<file path="src/rtl/ntt_intt_pwm_clkgate_ctrl.sv">
// Per-channel clock gating controller for the NTT/INTT/PWM datapath: idle-count
// auto-gating, request-driven wake with a stabilisation delay, and latch-based glitch-free gates.

module ntt_intt_pwm_clkgate_ch #(
  parameter int CNT_W    = 8,
  parameter int WAKE_CYC = 2
) (
  input  logic             clk_i,
  input  logic             rst_i,
  input  logic             test_en_i,
  input  logic [CNT_W-1:0] cfg_idle_i,
  input  logic             busy_i,
  input  logic             req_i,
  output logic             ack_o,
  output logic             gated_o,
  output logic             clk_o
);
  localparam int WK_W = (WAKE_CYC > 1) ? $clog2(WAKE_CYC) : 1;

  typedef enum logic [1:0] {ST_ACTIVE, ST_GATED, ST_WAKE} state_e;

  state_e            state_q, state_d;
  logic [CNT_W-1:0]  idle_q, idle_d;
  logic [WK_W-1:0]   wake_q, wake_d;
  logic [CNT_W:0]    idle_inc;
  logic              idle;
  logic              en;
  logic              en_lat;

  assign idle     = ~busy_i & ~req_i;
  // One extra bit so the +1 compare cannot wrap when the counter is saturated.
  assign idle_inc = {1'b0, idle_q} + 1'b1;

  always_comb begin
    state_d = state_q;
    idle_d  = idle_q;
    wake_d  = wake_q;
    case (state_q)
      ST_ACTIVE: begin
        if (!idle) begin
          idle_d = '0;
        end else if ((cfg_idle_i != '0) && (idle_inc >= {1'b0, cfg_idle_i})) begin
          state_d = ST_GATED;
          idle_d  = '0;
        end else if (!(&idle_q)) begin
          idle_d = idle_inc[CNT_W-1:0];
        end
      end
      ST_GATED: begin
        if (req_i) begin
          state_d = ST_WAKE;
          wake_d  = WK_W'(WAKE_CYC - 1);
        end
      end
      ST_WAKE: begin
        if (wake_q == '0) begin
          state_d = ST_ACTIVE;
          idle_d  = '0;
        end else begin
          wake_d = wake_q - 1'b1;
        end
      end
      default: begin
        state_d = ST_ACTIVE;
        idle_d  = '0;
        wake_d  = '0;
      end
    endcase
  end

  always_ff @(posedge clk_i) begin
    if (rst_i) begin
      state_q <= ST_ACTIVE;
      idle_q  <= '0;
      wake_q  <= '0;
    end else begin
      state_q <= state_d;
      idle_q  <= idle_d;
      wake_q  <= wake_d;
    end
  end

  assign ack_o   = (state_q == ST_ACTIVE);
  assign gated_o = (state_q == ST_GATED) & ~test_en_i;

  // Reset forces the enable so downstream logic sees clocks while it is reset.
  assign en = test_en_i | rst_i | (state_q != ST_GATED);

  always_latch begin
    if (!clk_i) en_lat = en;
  end

  assign clk_o = clk_i & en_lat;
endmodule

module ntt_intt_pwm_clkgate_ctrl #(
  parameter int NUM_CH   = 4,
  parameter int CNT_W    = 8,
  parameter int WAKE_CYC = 2
) (
  input  logic              clk_i,
  input  logic              rst_i,
  input  logic              test_en_i,
  input  logic [CNT_W-1:0]  cfg_idle_i,
  input  logic [NUM_CH-1:0] busy_i,
  input  logic [NUM_CH-1:0] req_i,
  output logic [NUM_CH-1:0] ack_o,
  output logic [NUM_CH-1:0] gated_o,
  output logic              all_gated_o,
  output logic [NUM_CH-1:0] clk_o
);
  for (genvar g = 0; g < NUM_CH; g++) begin : g_ch
    ntt_intt_pwm_clkgate_ch #(
      .CNT_W    (CNT_W),
      .WAKE_CYC (WAKE_CYC)
    ) u_ch (
      .clk_i      (clk_i),
      .rst_i      (rst_i),
      .test_en_i  (test_en_i),
      .cfg_idle_i (cfg_idle_i),
      .busy_i     (busy_i[g]),
      .req_i      (req_i[g]),
      .ack_o      (ack_o[g]),
      .gated_o    (gated_o[g]),
      .clk_o      (clk_o[g])
    );
  end

  assign all_gated_o = &gated_o;
endmodule

</file>
<file path="config.mk">
export PLATFORM = sky130hd
export DESIGN_NAME = ntt_intt_pwm_clkgate_ctrl
export DESIGN_NICKNAME = d
export VERILOG_FILES = /design/src/rtl/ntt_intt_pwm_clkgate_ctrl.sv
export SDC_FILE = /design/constraint.sdc
export NUM_CORES = 1
export LEC_CHECK = 0
export ABC_AREA = 1
export BUFFER_PORTS_ARGS = -buffer_cell sky130_fd_sc_hd__buf_4
export CAP_MARGIN = 20
export CORE_MARGIN = 1
export CORE_UTILIZATION = 40
export DETAILED_ROUTE_END_ITERATION = 8
export PLACE_DENSITY_LB_ADDON = 0.3
export RECOVER_POWER = 25
export SLEW_MARGIN = 10
export SYNTH_ARGS = -nofsm -noshare
export SYNTH_HDL_FRONTEND = slang
export SYNTH_HIERARCHICAL = 1
export SYNTH_SLANG_ARGS = --single-unit
</file>
<file path="constraint.sdc">
create_clock -name clk_i -period 6.2 [get_ports clk_i]
set_clock_uncertainty 0.15 [all_clocks]
set_input_delay 0.31 -clock clk_i [delete_from_list [all_inputs] [get_ports clk_i]]
set_output_delay 0.31 -clock clk_i [all_outputs]
set_load 0.02 [all_outputs]
</file>
Yosys cells after proc, flatten, opt, wreduce, memory -nomap -nowiden:

Cells that the tools add are included.

* equal/unequal tests: 32
* bitwise logic cells: 34
* reductions and logical operators: 26
* muxes and demuxes: 56
* add/subtract/negate cells: 8
* order comparisons: 4

Operators with widths (count)
* 2-to-1 mux 8 bit: 16
* case mux 8 bit (3 select lines): 4
* adder 8 x 1 -> 9 bit, second input constant: 4
* greater-or-equal comparator 9 x 8 -> 1 bit: 4
* 2-to-1 mux 2 bit: 16
* inequality test 2 bit, second input constant: 16
* AND reduction 8 bit: 4
* case mux 2 bit (3 select lines): 4
* AND reduction 4 bit: 5
* inverter 1 bit: 17
* inequality test 4 bit, second input constant: 4
* bitwise AND 1 bit: 12
* 2-to-1 mux 1 bit: 12
* case mux 1 bit (3 select lines): 4
* AND reduction 3 bit: 4
* equality test 2 x 1 -> 1 bit, second input constant: 4
* equality test 2 bit, second input constant: 4
* zero test 2 bit: 4
* inequality test 2 x 1 -> 1 bit, second input constant: 4
* AND reduction 2 bit: 4
* nonzero test 8 bit: 1
* OR 1 bit: 5
* logical AND 1 bit: 4
* subtractor 1 bit, second input constant: 4

* input bits: 19
* flip-flop bits (word level): 44
* word-level logic and storage cells: 176
* bits in latches: 4

Depth between registers and ports, before layout:

* word-level depth: 6
* gate-level depth with buffers: 18
* mapped depth without buffers: 18

By module:

Netlist, hierarchy kept.

By module, submodules not included
* ntt_intt_pwm_clkgate_ch: instances 4, area each 958.4 um^2, cells an instance 140
* ntt_intt_pwm_clkgate_ctrl: instances 1, area each 11.3 um^2, cells an instance 3

==> summary.txt <==
Power
  – Peak supply drop: around 0.14 mV
  – Clk pwr share: ~53%
  – Pwr dens: about 180 nW/µm²
  – Comb power frac: between 8 and 9%
  – Sequential fraction of design power: between 30% and 40%
  – Leakage: 0.00233 µW
  – Internal power: roughly 540 µW
  – Switching Share: 30.0%
  – P_sw: about 230 µW

Clock network
  – Post-CTS sizing: 0
  – Worst skew pair latency: 0.41 ns
  – CTS clk-pin slew, worst paths: about 0.1 ns
  – CTS tree: built
  – Number of setup buffers added after CTS: 0
  – CTS hold repair buffers: 0

Yosys
  – Synth Area in Adders: 11.7%
  – Gate Count Post-Synth: around 560
  – Netlist Area Pre-Place: around 3800 µm²
  – Largest family of logic cells by synthesized area: simple AND/OR/NAND/NOR gates
  – Post-synthesis compound-gate area fraction: about 8.3%
  – Mux cell area share after synthesis: 0%
  – Yosys warns: 6
  – Syn Area/Cell: around 6.8 µm²
  – Post-Synth XOR/XNOR Area: 4.56%
  – Mapped Nets: slightly above 600
  – Synth unique cells: 27
  – Register bit total from synthesis: 48
  – Post-synthesis simple-gate area fraction: about 40%

Route
  – Mean routed wirelength per cell: 11.7 µm
  – # DRC: 0
  – Initial DRC count: 74
  – Vias/cell: 4.89
  – Post-route ant nets: 0
  – Drt pass-1 iters: 4
  – Routed WL: about 8600 µm
  – Total number of vias: between 3000 and 4000

Floorplan
  – Die height: between 100 and 150 µm
  – # IOs: 32
  – Initial Utilization: around two fifths
  – Core box area: about 9300 µm²
  – Rows: 35
  – DIE AREA: about 10000 µm²
  – Die Wd: between 100 and 150 µm

Placement
  – Hpwl dp: 6510 µm
  – Setup slack at placement: 2.01 ns
  – GPL Wtd Cong: approximately 0.85
  – Port Buffer Count: 31

Worst setup path
  – CP max FO: 1
  – Crit path kind: latch -> out
  – Data arrival time of the worst path: about 4.2 ns
  – Crit path required time: approximately 5.7 ns
  – Startpoint types: latch
  – Critical Path End Type: output pin

Timing
  – Final setup TNS: 0 ns
  – Worst setup margin: 1.56 ns
  – Relative slew slack: between 50 and 60%
  – Unrepaired setup endpoints after global routing: false
  – Hold Fails Final Rpt: 0
  – Slew Viols, Final: 0
  – Setup violations, final: 0
  – Worst Tran Pin Value: 0.702 ns

Job
  – MaxCap Viol Count: 0

Layout
  – Layout cell share with drive strength beyond 1: 12.8%
  – Area grow syn2layout: 12.2%
  – ANT cells: 0
  – Nets: 655

Min path
  – Hold Path Class: in -> reg

Outcome
  – Status: finished, final reports clean

GRT
  – Global-route wire length before repair: roughly 14000 µm
  – Largest net degree at the start of global routing: 17
  – Antenna violations before repair: 0
  – Vias in the first global route: approximately 3200
  – GR Overflow Total: 0
  – Overall routing resource usage: a little under a fifth
==> area by class of cell <==
cell class                      count  area, µm²
Clock buffer                       13        154
Multi-Input combinational cell    415       2470
Clock inverter                      7       62.6
Inverter                           88        330
Fill cell                        1018       4970
Timing Repair Buffer               30        191
Sequential cell                    48        941
Tap cell                          129        161
==> worst paths after layout <==
check                          startpoint                       to  slack (ns)  cells past startpoint
hold reg to reg    g_ch[3].u_ch/idle_q[1]   g_ch[3].u_ch/idle_q[1]        0.37                      2
hold / removal                      rst_i  g_ch[0].u_ch/state_q[0]        0.04                      2
setup reg to reg  g_ch[3].u_ch/state_q[0]      g_ch[3].u_ch/en_lat        2.03                      3
setup / recovery      g_ch[1].u_ch/en_lat                 clk_o[1]        1.56                      3
==> cells in the final DEF (no fill, tap or decap) <==
| cell | instances |
|---|---|
| and3_4 | 4 |
| xor2_1 | 16 |
| nand3_4 | 4 |
| nor3_1 | 4 |
| nand2_1 | 115 |
| nor2_2 | 12 |
| clkinv_1 | 4 |
| dlxtn_1 | 4 |
| nor4_4 | 4 |
| clkbuf_8 | 9 |
| nand2_2 | 4 |
| nand2_4 | 3 |
| nand3_2 | 4 |
| ha_1 | 36 |
| nor2_1 | 57 |
| o21bai_1 | 4 |
| clkbuf_1 | 9 |
| xnor2_1 | 4 |
| o21ai_1 | 2 |
| o21ai_0 | 2 |
| a21o_1 | 4 |
| nor3b_2 | 4 |
| bufinv_16 | 1 |
| dfxtp_1 | 44 |
| clkinv_4 | 2 |
| and3_1 | 4 |
| a21oi_1 | 47 |
| buf_4 | 25 |
| inv_1 | 88 |
| nand3_1 | 72 |
| a21oi_2 | 1 |
| nor4_1 | 8 |
==> power groups by stage <==
stage	registers, µW	logic, µW	clock network (µW)
after global routing	305	74.0	444
final	304	64.2	409
after CTS	304	65.0	425
after global placement	311	62.6	96.3
after detailed placement	311	64.6	96.3
after floorplan	311	35.1	57.7
==> sequential cells by signal, summed over array words and instances, names as in the netlist <==
| signal | cells |
|---|---|
| g_ch.u_ch/en_lat | 4 |
| g_ch.u_ch/state_q | 8 |
| g_ch.u_ch/idle_q | 32 |
| g_ch.u_ch/wake_q | 4 |
==> cells by family (layout without fill, tap and decap cells) <==
logic type / count (synthesis) / after routing
compound gates: 60 / 60
xor+xnor: 20 / 20
fa+ha+maj: 36 / 36
buf+inv: 100 / 138
flops: 44 / 44
latches: 4 / 4
simple gates: 299 / 299
==> per-layer routing <==
metal,vias to the layer above,track usage [%],wire (µm)
li1,1900,-,-
met1,1608,22.6,4000
met2,53,30.5,4060
met3,6,4.25,390
met4,0,6.47,105
met5,-,0,0
==> critical path: stages (launching register included) <==
cell	delay [ns]
dlxtn_1	0.41
nand2_1	0.07
inv_1	0.06
buf_4	0.13
==> Yosys cell counts, drive strengths merged <==
library cell,instances,share of area (%)
nor4,12,3.5
dlxtn,4,1.6
nor3,4,0.52
nand3,80,12
dfxtp,44,23
buf,8,2.1
o21bai,4,0.78
nand2,122,13
nor3b,4,1.3
clkinv,4,0.39
a21oi,48,6.2
nor2,69,7.5
ha,36,12
and3,8,1.8
a21o,4,0.78
xnor2,4,0.91
xor2,16,3.6
inv,88,8.6
o21ai,4,0.52
==> per-stage QoR <==
step | area, µm² | util (%) | power [µW] | instances | hold WS, ns
after floorplan | 3840 | - | 403 | 563 | 0.229
after global placement | 4160 | 44.8 | 470 | 715 | 0.354
after detailed placement | 4160 | 44.8 | 472 | 715 | 0.354
after CTS | 4330 | 46.6 | 794 | 727 | 0.0287
after global routing | 4320 | 46.5 | 822 | 730 | 0.0444
final | 4320 | 46.5 | 778 | 730 | 0.0409
(Power assumes the default switching activity.)
